--- src/rtl/double_threshold_ctrl.sv ---
// Frame sequencer around double_threshold_unit: buffers one frame from an input
// stream, runs the unit once, then streams the thresholded frame downstream.
module double_threshold_ctrl #(
    parameter int HEIGHT   = 5,
    parameter int WIDTH    = 5,
    parameter int IMG_SIZE = HEIGHT * WIDTH,
    parameter int TIMEOUT  = 1024,
    parameter int DATA_W   = 8
) (
    input  logic              clk,
    input  logic              reset,
    input  logic              s_valid,
    output logic              s_ready,
    input  logic [DATA_W-1:0] s_data,
    input  logic              s_last,
    output logic              m_valid,
    input  logic              m_ready,
    output logic [DATA_W-1:0] m_data,
    output logic              m_last,
    output logic              dt_enable,
    output logic [DATA_W-1:0] dt_z   [0:IMG_SIZE-1],
    input  logic [DATA_W-1:0] dt_res [0:IMG_SIZE-1],
    input  logic              dt_done,
    output logic              busy,
    output logic              frame_err,
    output logic              timeout,
    output logic [15:0]       frame_count
);
    localparam int IDX_W = (IMG_SIZE > 1) ? $clog2(IMG_SIZE) : 1;
    localparam int TMR_W = $clog2(TIMEOUT);
    localparam logic [IDX_W-1:0] LAST_IDX = IDX_W'(IMG_SIZE - 1);
    localparam logic [IDX_W-1:0] IDX_ONE  = IDX_W'(1);
    localparam logic [TMR_W-1:0] TMR_MAX  = TMR_W'(TIMEOUT - 1);
    localparam logic [TMR_W-1:0] TMR_ONE  = TMR_W'(1);

    typedef enum logic [1:0] {
        LOAD  = 2'd0,
        START = 2'd1,
        WAIT  = 2'd2,
        DRAIN = 2'd3
    } state_t;

    state_t            state;
    state_t            state_nxt;
    logic [IDX_W-1:0]  wr_idx;
    logic [IDX_W-1:0]  rd_idx;
    logic [TMR_W-1:0]  timer;
    logic              dt_done_p1;
    logic [DATA_W-1:0] ibuf [0:IMG_SIZE-1];
    logic [DATA_W-1:0] obuf [0:IMG_SIZE-1];

    logic s_fire;
    logic m_fire;
    logic done_rise;

    assign s_fire    = (state == LOAD) && s_valid;
    assign m_fire    = (state == DRAIN) && m_ready;
    // A done level left over from the previous frame must not complete this one.
    assign done_rise = dt_done && !dt_done_p1;
    assign busy      = (state != LOAD);
    assign dt_z      = ibuf;

    always_comb begin
        state_nxt = state;
        s_ready   = 1'b0;
        m_valid   = 1'b0;
        m_data    = '0;
        m_last    = 1'b0;
        dt_enable = 1'b0;
        frame_err = 1'b0;
        timeout   = 1'b0;
        case (state)
            LOAD: begin
                s_ready = 1'b1;
                if (s_valid) begin
                    if (wr_idx == LAST_IDX) begin
                        state_nxt = START;
                        frame_err = !s_last;
                    end else if (s_last) begin
                        frame_err = 1'b1;
                    end
                end
            end
            START: begin
                dt_enable = 1'b1;
                state_nxt = WAIT;
            end
            WAIT: begin
                if (done_rise) begin
                    state_nxt = DRAIN;
                end else if (timer == TMR_MAX) begin
                    timeout   = 1'b1;
                    state_nxt = LOAD;
                end
            end
            DRAIN: begin
                m_valid = 1'b1;
                m_data  = obuf[rd_idx];
                m_last  = (rd_idx == LAST_IDX);
                if (m_ready && (rd_idx == LAST_IDX)) begin
                    state_nxt = LOAD;
                end
            end
            default: state_nxt = LOAD;
        endcase
    end

    always_ff @(posedge clk) begin
        if (reset) begin
            state       <= LOAD;
            wr_idx      <= '0;
            rd_idx      <= '0;
            timer       <= '0;
            dt_done_p1  <= 1'b0;
            frame_count <= '0;
        end else begin
            state      <= state_nxt;
            dt_done_p1 <= dt_done;
            if (s_fire) begin
                wr_idx <= ((wr_idx == LAST_IDX) || s_last) ? '0 : wr_idx + IDX_ONE;
            end
            if (state == START) begin
                timer <= '0;
            end else if (state == WAIT) begin
                timer <= timer + TMR_ONE;
            end
            if (m_fire) begin
                if (rd_idx == LAST_IDX) begin
                    rd_idx      <= '0;
                    frame_count <= frame_count + 16'd1;
                end else begin
                    rd_idx <= rd_idx + IDX_ONE;
                end
            end
        end
    end

    // ibuf only changes in LOAD, so Z is frozen while the unit works on it.
    always_ff @(posedge clk) begin
        if (reset) begin
            for (int i = 0; i < IMG_SIZE; i++) begin
                ibuf[i] <= '0;
                obuf[i] <= '0;
            end
        end else begin
            if (s_fire) begin
                ibuf[wr_idx] <= s_data;
            end
            if ((state == WAIT) && done_rise) begin
                for (int i = 0; i < IMG_SIZE; i++) begin
                    obuf[i] <= dt_res[i];
                end
            end
        end
    end

endmodule

--- config.mk ---
export PLATFORM = sky130hd
export DESIGN_NAME = double_threshold_ctrl
export DESIGN_NICKNAME = d
export VERILOG_FILES = /design/src/rtl/double_threshold_ctrl.sv
export SDC_FILE = /design/constraint.sdc
export NUM_CORES = 1
export LEC_CHECK = 0
export ABC_AREA = 0
export CORE_MARGIN = 8
export CORE_UTILIZATION = 50
export DETAILED_ROUTE_END_ITERATION = 10
export PLACE_DENSITY = 0.82
export SLEW_MARGIN = 20
export SYNTH_ARGS = -nofsm -noshare
export SYNTH_HDL_FRONTEND = slang
export SYNTH_SLANG_ARGS = --single-unit
--- constraint.sdc ---
create_clock -name clk -period 12.86 [get_ports clk]
set_input_delay 1.286 -clock clk [delete_from_list [all_inputs] [get_ports clk]]
set_output_delay 1.286 -clock clk [all_outputs]
set_load 0.02 [all_outputs]
======== Yosys cells after proc, flatten, opt, wreduce, memory -nomap -nowiden ========
Memory sizes are Yosys's and may differ from the RTL's. A register that Yosys moved wholly into a read port is not among the register bits.
Index checks and enable logic that the tools add are counted.
word-level totals
  input bits .............................. 214
  output and inout port bits .............. 231
  memories ................................ 1
  bits in writable memories ............... 200
  register bits after elaboration ......... 239
memory list
  name  depth  bits a word  rd ports  clocked after Yosys merged registers in  wr ports  line  text
  obuf  25     8            1         1                                        25        50    logic [DATA_W-1:0] obuf [0:IMG_SIZE-1];
cells by class
  multiplexer cells ....................... 55
  reductions and logical operators ........ 14
  equal/unequal tests ..................... 10
  add/subtract/negate cells ............... 4
  bitwise gates (word level) .............. 26
  order comparisons ....................... 2
operators by type and width
  operator                 number
  $mux W8                  27
  $bwmux W200              1
  $demux W8 S5             1
  $or A1 B1 Y1             25
  $mux W5                  4
  $add A16 B1 Y16 const B  1
  $mux W1                  16
  $add A10 B1 Y10 const B  1
  $add A5 B1 Y5 const B    2
  $eq A10 B10 Y1 const B   1
  $eq A5 B5 Y1 const B     2
  $mux W2                  5
  $pmux W2 S4              1
  $ge A6 B6 Y1 const B     1
  $logic_and A1 B1 Y1      6
  $lt A6 B1 Y1 const B     1
  $not A5 Y6               1
  $eq A2 B2 Y1 const B     2
  $ne A2 B1 Y1 const B     2
  $reduce_and A4 Y1        1
  $ne A3 B3 Y1 const B     1
  $eq A2 B1 Y1 const B     1
  $logic_not A1 Y1         2
  $logic_not A2 Y1         1
  5 further kinds          5

======== Logic depth before layout (Yosys ltp) ========
  word-level depth ........................ 7
  depth in mapped cells ................... 8
  depth with buffers taken out ............ 6

======== Worst setup path before layout ========
Ideal clock, no wire load.
  path type ............................... input to register
  start ................................... input port dt_done
  end ..................................... memory obuf[0][0], enable pin
  setup time .............................. 0.802 ns
  path slack .............................. 1.479 ns
  cell stages on the path ................. 2
  data arrival time ....................... 10.579 ns
  cell sequence ........................... nand2b_1 -> o21bai_1
RTL lines
  item         line  text
  from (decl)  23    input logic dt_done,
  to (decl)    50

==> metrics.md <==
| Metric | Value |
|---|---|
| Fill count | `2557` |
| Layout Nets | `2238` |
| Fin crit period | `4.77 ns` |
| Worst reg2reg setup slack | `8.97 ns` |
| CTS tree | `built` |
| Reg2reg start | `state[1]$_SDFFE_PP0P_` |
| Clock sink total | `444` |
| Most common cell after layout, fill and taps aside | `clkdlybuf4s50_1` |
| CP Max Fanout | `40` |
| Die Span X | `207 um` |
| Top cells by area, synth | `edfxtp_1 33%, dfxtp_1 27%, mux4_2 5.8%` |
| Clock power share | `44.6%` |
| I/O Pins | `445` |
| Leading area contributor after synthesis | `edfxtp_1` |
| Power per Cell Area | `124 nW/um^2` |
| Initial antenna violation count | `11` |
| Switch share | `21.3%` |
| Die area | `43000 um^2` |
| Pleak | `8.30 nW` |
| DRT iter0 DRCs | `1047` |
| Clock buffer depth | `3` |
| Yosys cell types | `51` |
| Seq/Total Area, Yosys | `59.5%` |
| Routability congestion estimate | `0.846` |
| Switch Pwr | `0.650 mW` |
| Type of the worst setup path | `flip-flop to output pin` |
| WHS Path Cells | `2` |
| First-pass GRT wire length | `86700 um` |
| Setup crit end | `m_data[0]` |
| Clock Skew | `0.0214 ns` |
| DP Wirelength | `38600 um` |
| Min Hold Slack | `0.455 ns` |
| CTS resizes | `0` |
| Final instance area | `24600 um^2` |
| Core Region | `36300 um^2` |
| Share of layout cells above drive strength 1 | `8.28%` |
| Post-synth design cell area | `18300 um^2` |
| Worst setup SP type | `flip-flop` |
| Status | `completed` |
| Clk pin slew, worst setup/hold paths | `0.06 ns` |
| Slew @ Worst Pin | `0.980 ns` |
| Max Slew Vio Count | `0` |
| Row count | `70` |
| Final hold vios | `0` |
| YS warnings | `0` |
| Post-Route WL | `57400 um` |
| Main synth FF type | `dfxtp_1` |
| Grt ovf | `0` |
| CTS Buf Count | `47` |
| Die Y | `207 um` |
| Arrival time worst endpoint | `3.48 ns` |
| Max Fclk | `210 MHz` |
| Area grow syn2layout | `34.7%` |
| P_int | `2.40 mW` |
| Critical Path End Type | `output pin` |
| Clock latency on the worst-skew pair | `0.57 ns` |
| RSZ-0062 raised after global routing | `no` |
| Syn Inst Count | `1627` |
| Slew HR | `34.7%` |
| Drt via density | `5.58` |
| Area occupied by multi-input gates | `6900 um^2` |
| Avg Cell Area, Syn | `11.2 um^2` |
| Final setup TNS | `0 ns` |
| Synth async-reset ratio | `0%` |
| Worst slack at placement | `7.76 ns` |
| Flops & latches, synth | `444` |
| Worst R2R Path Depth | `4` |
| Setup bufs post-CTS | `0` |
| CTS Hold Bufs | `0` |
| 1st-pass router iterations | `6` |
| Final worst setup slack | `8.09 ns` |
| Hold Path Class | `flip-flop to flip-flop` |
| # port buffers | `444` |
| DRC | `0` |
| Max cap viols | `0` |
| Gate power share | `5.5%` |
| Count of final setup violators | `0` |
| Total GRT Usage | `25.7%` |
| Placed inst area | `23000 um^2` |
| Largest net degree at the start of global routing | `173` |
| WL/cell | `22.7 um` |
| DR vias | `14084` |
| Register cell area after layout | `10900 um^2` |
| Clk root buf | `clkbuf_16` |
| Share of the synthesized area in the top cell type | `32.8%` |
| R2r endpoint | `obuf[5][0]$_SDFFCE_PN0P_` |
| Crit path required time | `11.57 ns` |
| Period Utilization, post-route | `37.1%` |
| Initial Util | `50.3%` |
| Commonest cells after routing, fill and taps aside | `443 x clkdlybuf4s50_1, 242 x dfxtp_1, 200 x edfxtp_1` |
| Vias in the first global route | `14611` |
| Mapped Nets | `1850` |
| Antenna Nets Post-Route | `0` |
| Worst VDD drop | `99.6 uV` |
| Post-synth EDFFs | `200` |
| H-tree depth | `2` |
| Seq pwr share | `49.8%` |
==> flip-flops by register name, indices dropped and copies added, names as in the netlist, named ones only <==
signal,flops
dt_done_p1,1
dt_z,200
frame_count,16
obuf,200
rd_idx,5
state,2
timer,10
wr_idx,5
==> cells by family after synthesis <==
logic type	Yosys count	synth area share (%)
and+or+nand+nor	683	19.3
AOI/OAI and AO/OA	186	5.47
adders and majority gates	9	0.616
DFF	444	59.5
muxes	143	11.0
xor gates and xnor gates	20	0.957
buffers and inverters	142	3.10
==> synthesized netlist by cell type, drive strengths merged, types with 3 or more instances <==
cell type / number
o221ai: 4
o31ai: 6
o211ai: 5
xor2: 11
clkbuf: 105
and2: 148
or3: 5
and4: 3
ha: 9
and4bb: 3
nor3: 8
xnor2: 9
nor2b: 61
o21a: 3
edfxtp: 200
o21ai: 14
and3: 7
dfxtp: 244
nor3b: 7
mux2i: 95
a21oi: 148
nand2: 166
buf: 24
or4: 6
nand3: 137
nor2: 105
nand4: 10
inv: 13
nand4b: 3
mux4: 47
nand4bb: 3
==> layout make-up <==
cell class,instances,share of cell area (%)
inverters,13,0.198
flip-flops and latches,444,44.2
clock buffers,68,5.59
diodes,4,0.0406
well taps,468,2.38
multi-input cells,1041,28.0
repair buffers,468,18.9
clock inverters,18,0.706
==> per-layer routing <==
metal | share of wire (%) | vias to the layer above | GRT usage [%] | routed length, um
met5 | 0.19 | - | 0 | 109
met4 | 1.9 | 16 | 6.83 | 1110
met3 | 13 | 102 | 11.1 | 7290
met2 | 48 | 716 | 42.7 | 27300
met1 | 38 | 6764 | 30.3 | 21500
li1 | - | 6486 | - | -
==> worst min-delay path by stage <==
| stage | start | to | slack, ns |
|---|---|---|---|
| floorplan | timer[1]$_SDFFE_PP0P_ | timer[1]$_SDFFE_PP0P_ | 0.47 |
| global placement | dt_z[57]$_SDFFE_PP0P_ | dt_z[57]$_SDFFE_PP0P_ | 0.44 |
| detailed placement | dt_z[139]$_SDFFE_PP0P_ | dt_z[139]$_SDFFE_PP0P_ | 0.45 |
| CTS | dt_z[136]$_SDFFE_PP0P_ | dt_z[136]$_SDFFE_PP0P_ | 0.45 |
| global route | dt_z[136]$_SDFFE_PP0P_ | dt_z[136]$_SDFFE_PP0P_ | 0.48 |
| finish | dt_z[136]$_SDFFE_PP0P_ | dt_z[136]$_SDFFE_PP0P_ | 0.45 |
==> critical path, stage by stage, from the launching register on <==
cell	delay [ns]
dfxtp_2	0.31
buf_4	0.58
mux4_2	0.59
mux2i_1	0.27
o221ai_1	0.30
and3_1	0.28
clkdlybuf4s50_1	0.54
==> stage by stage <==
step | total power [mW] | std cells | utilization [%]
4_1_cts | 3.06 | 2519 | 67.7
2_1_floorplan | 1.62 | 1627 | -
3_5_place_dp | 1.71 | 2433 | 63.4
6_report | 3.05 | 2524 | 67.8
3_3_place_gp | 1.71 | 2433 | 63.4
5_1_grt | 3.13 | 2520 | 67.8
==> power by group through the flow <==
stage | Sequential (mW) | Combinational, mW | Clock [mW]
3_5_place_dp | 1.55 | 0.165 | 0
5_1_grt | 1.52 | 0.178 | 1.43
6_report | 1.52 | 0.169 | 1.36
4_1_cts | 1.52 | 0.167 | 1.38
2_1_floorplan | 1.56 | 0.0636 | 0
3_3_place_gp | 1.55 | 0.164 | 0
Note: power is estimated with default switching activity, not from simulation.
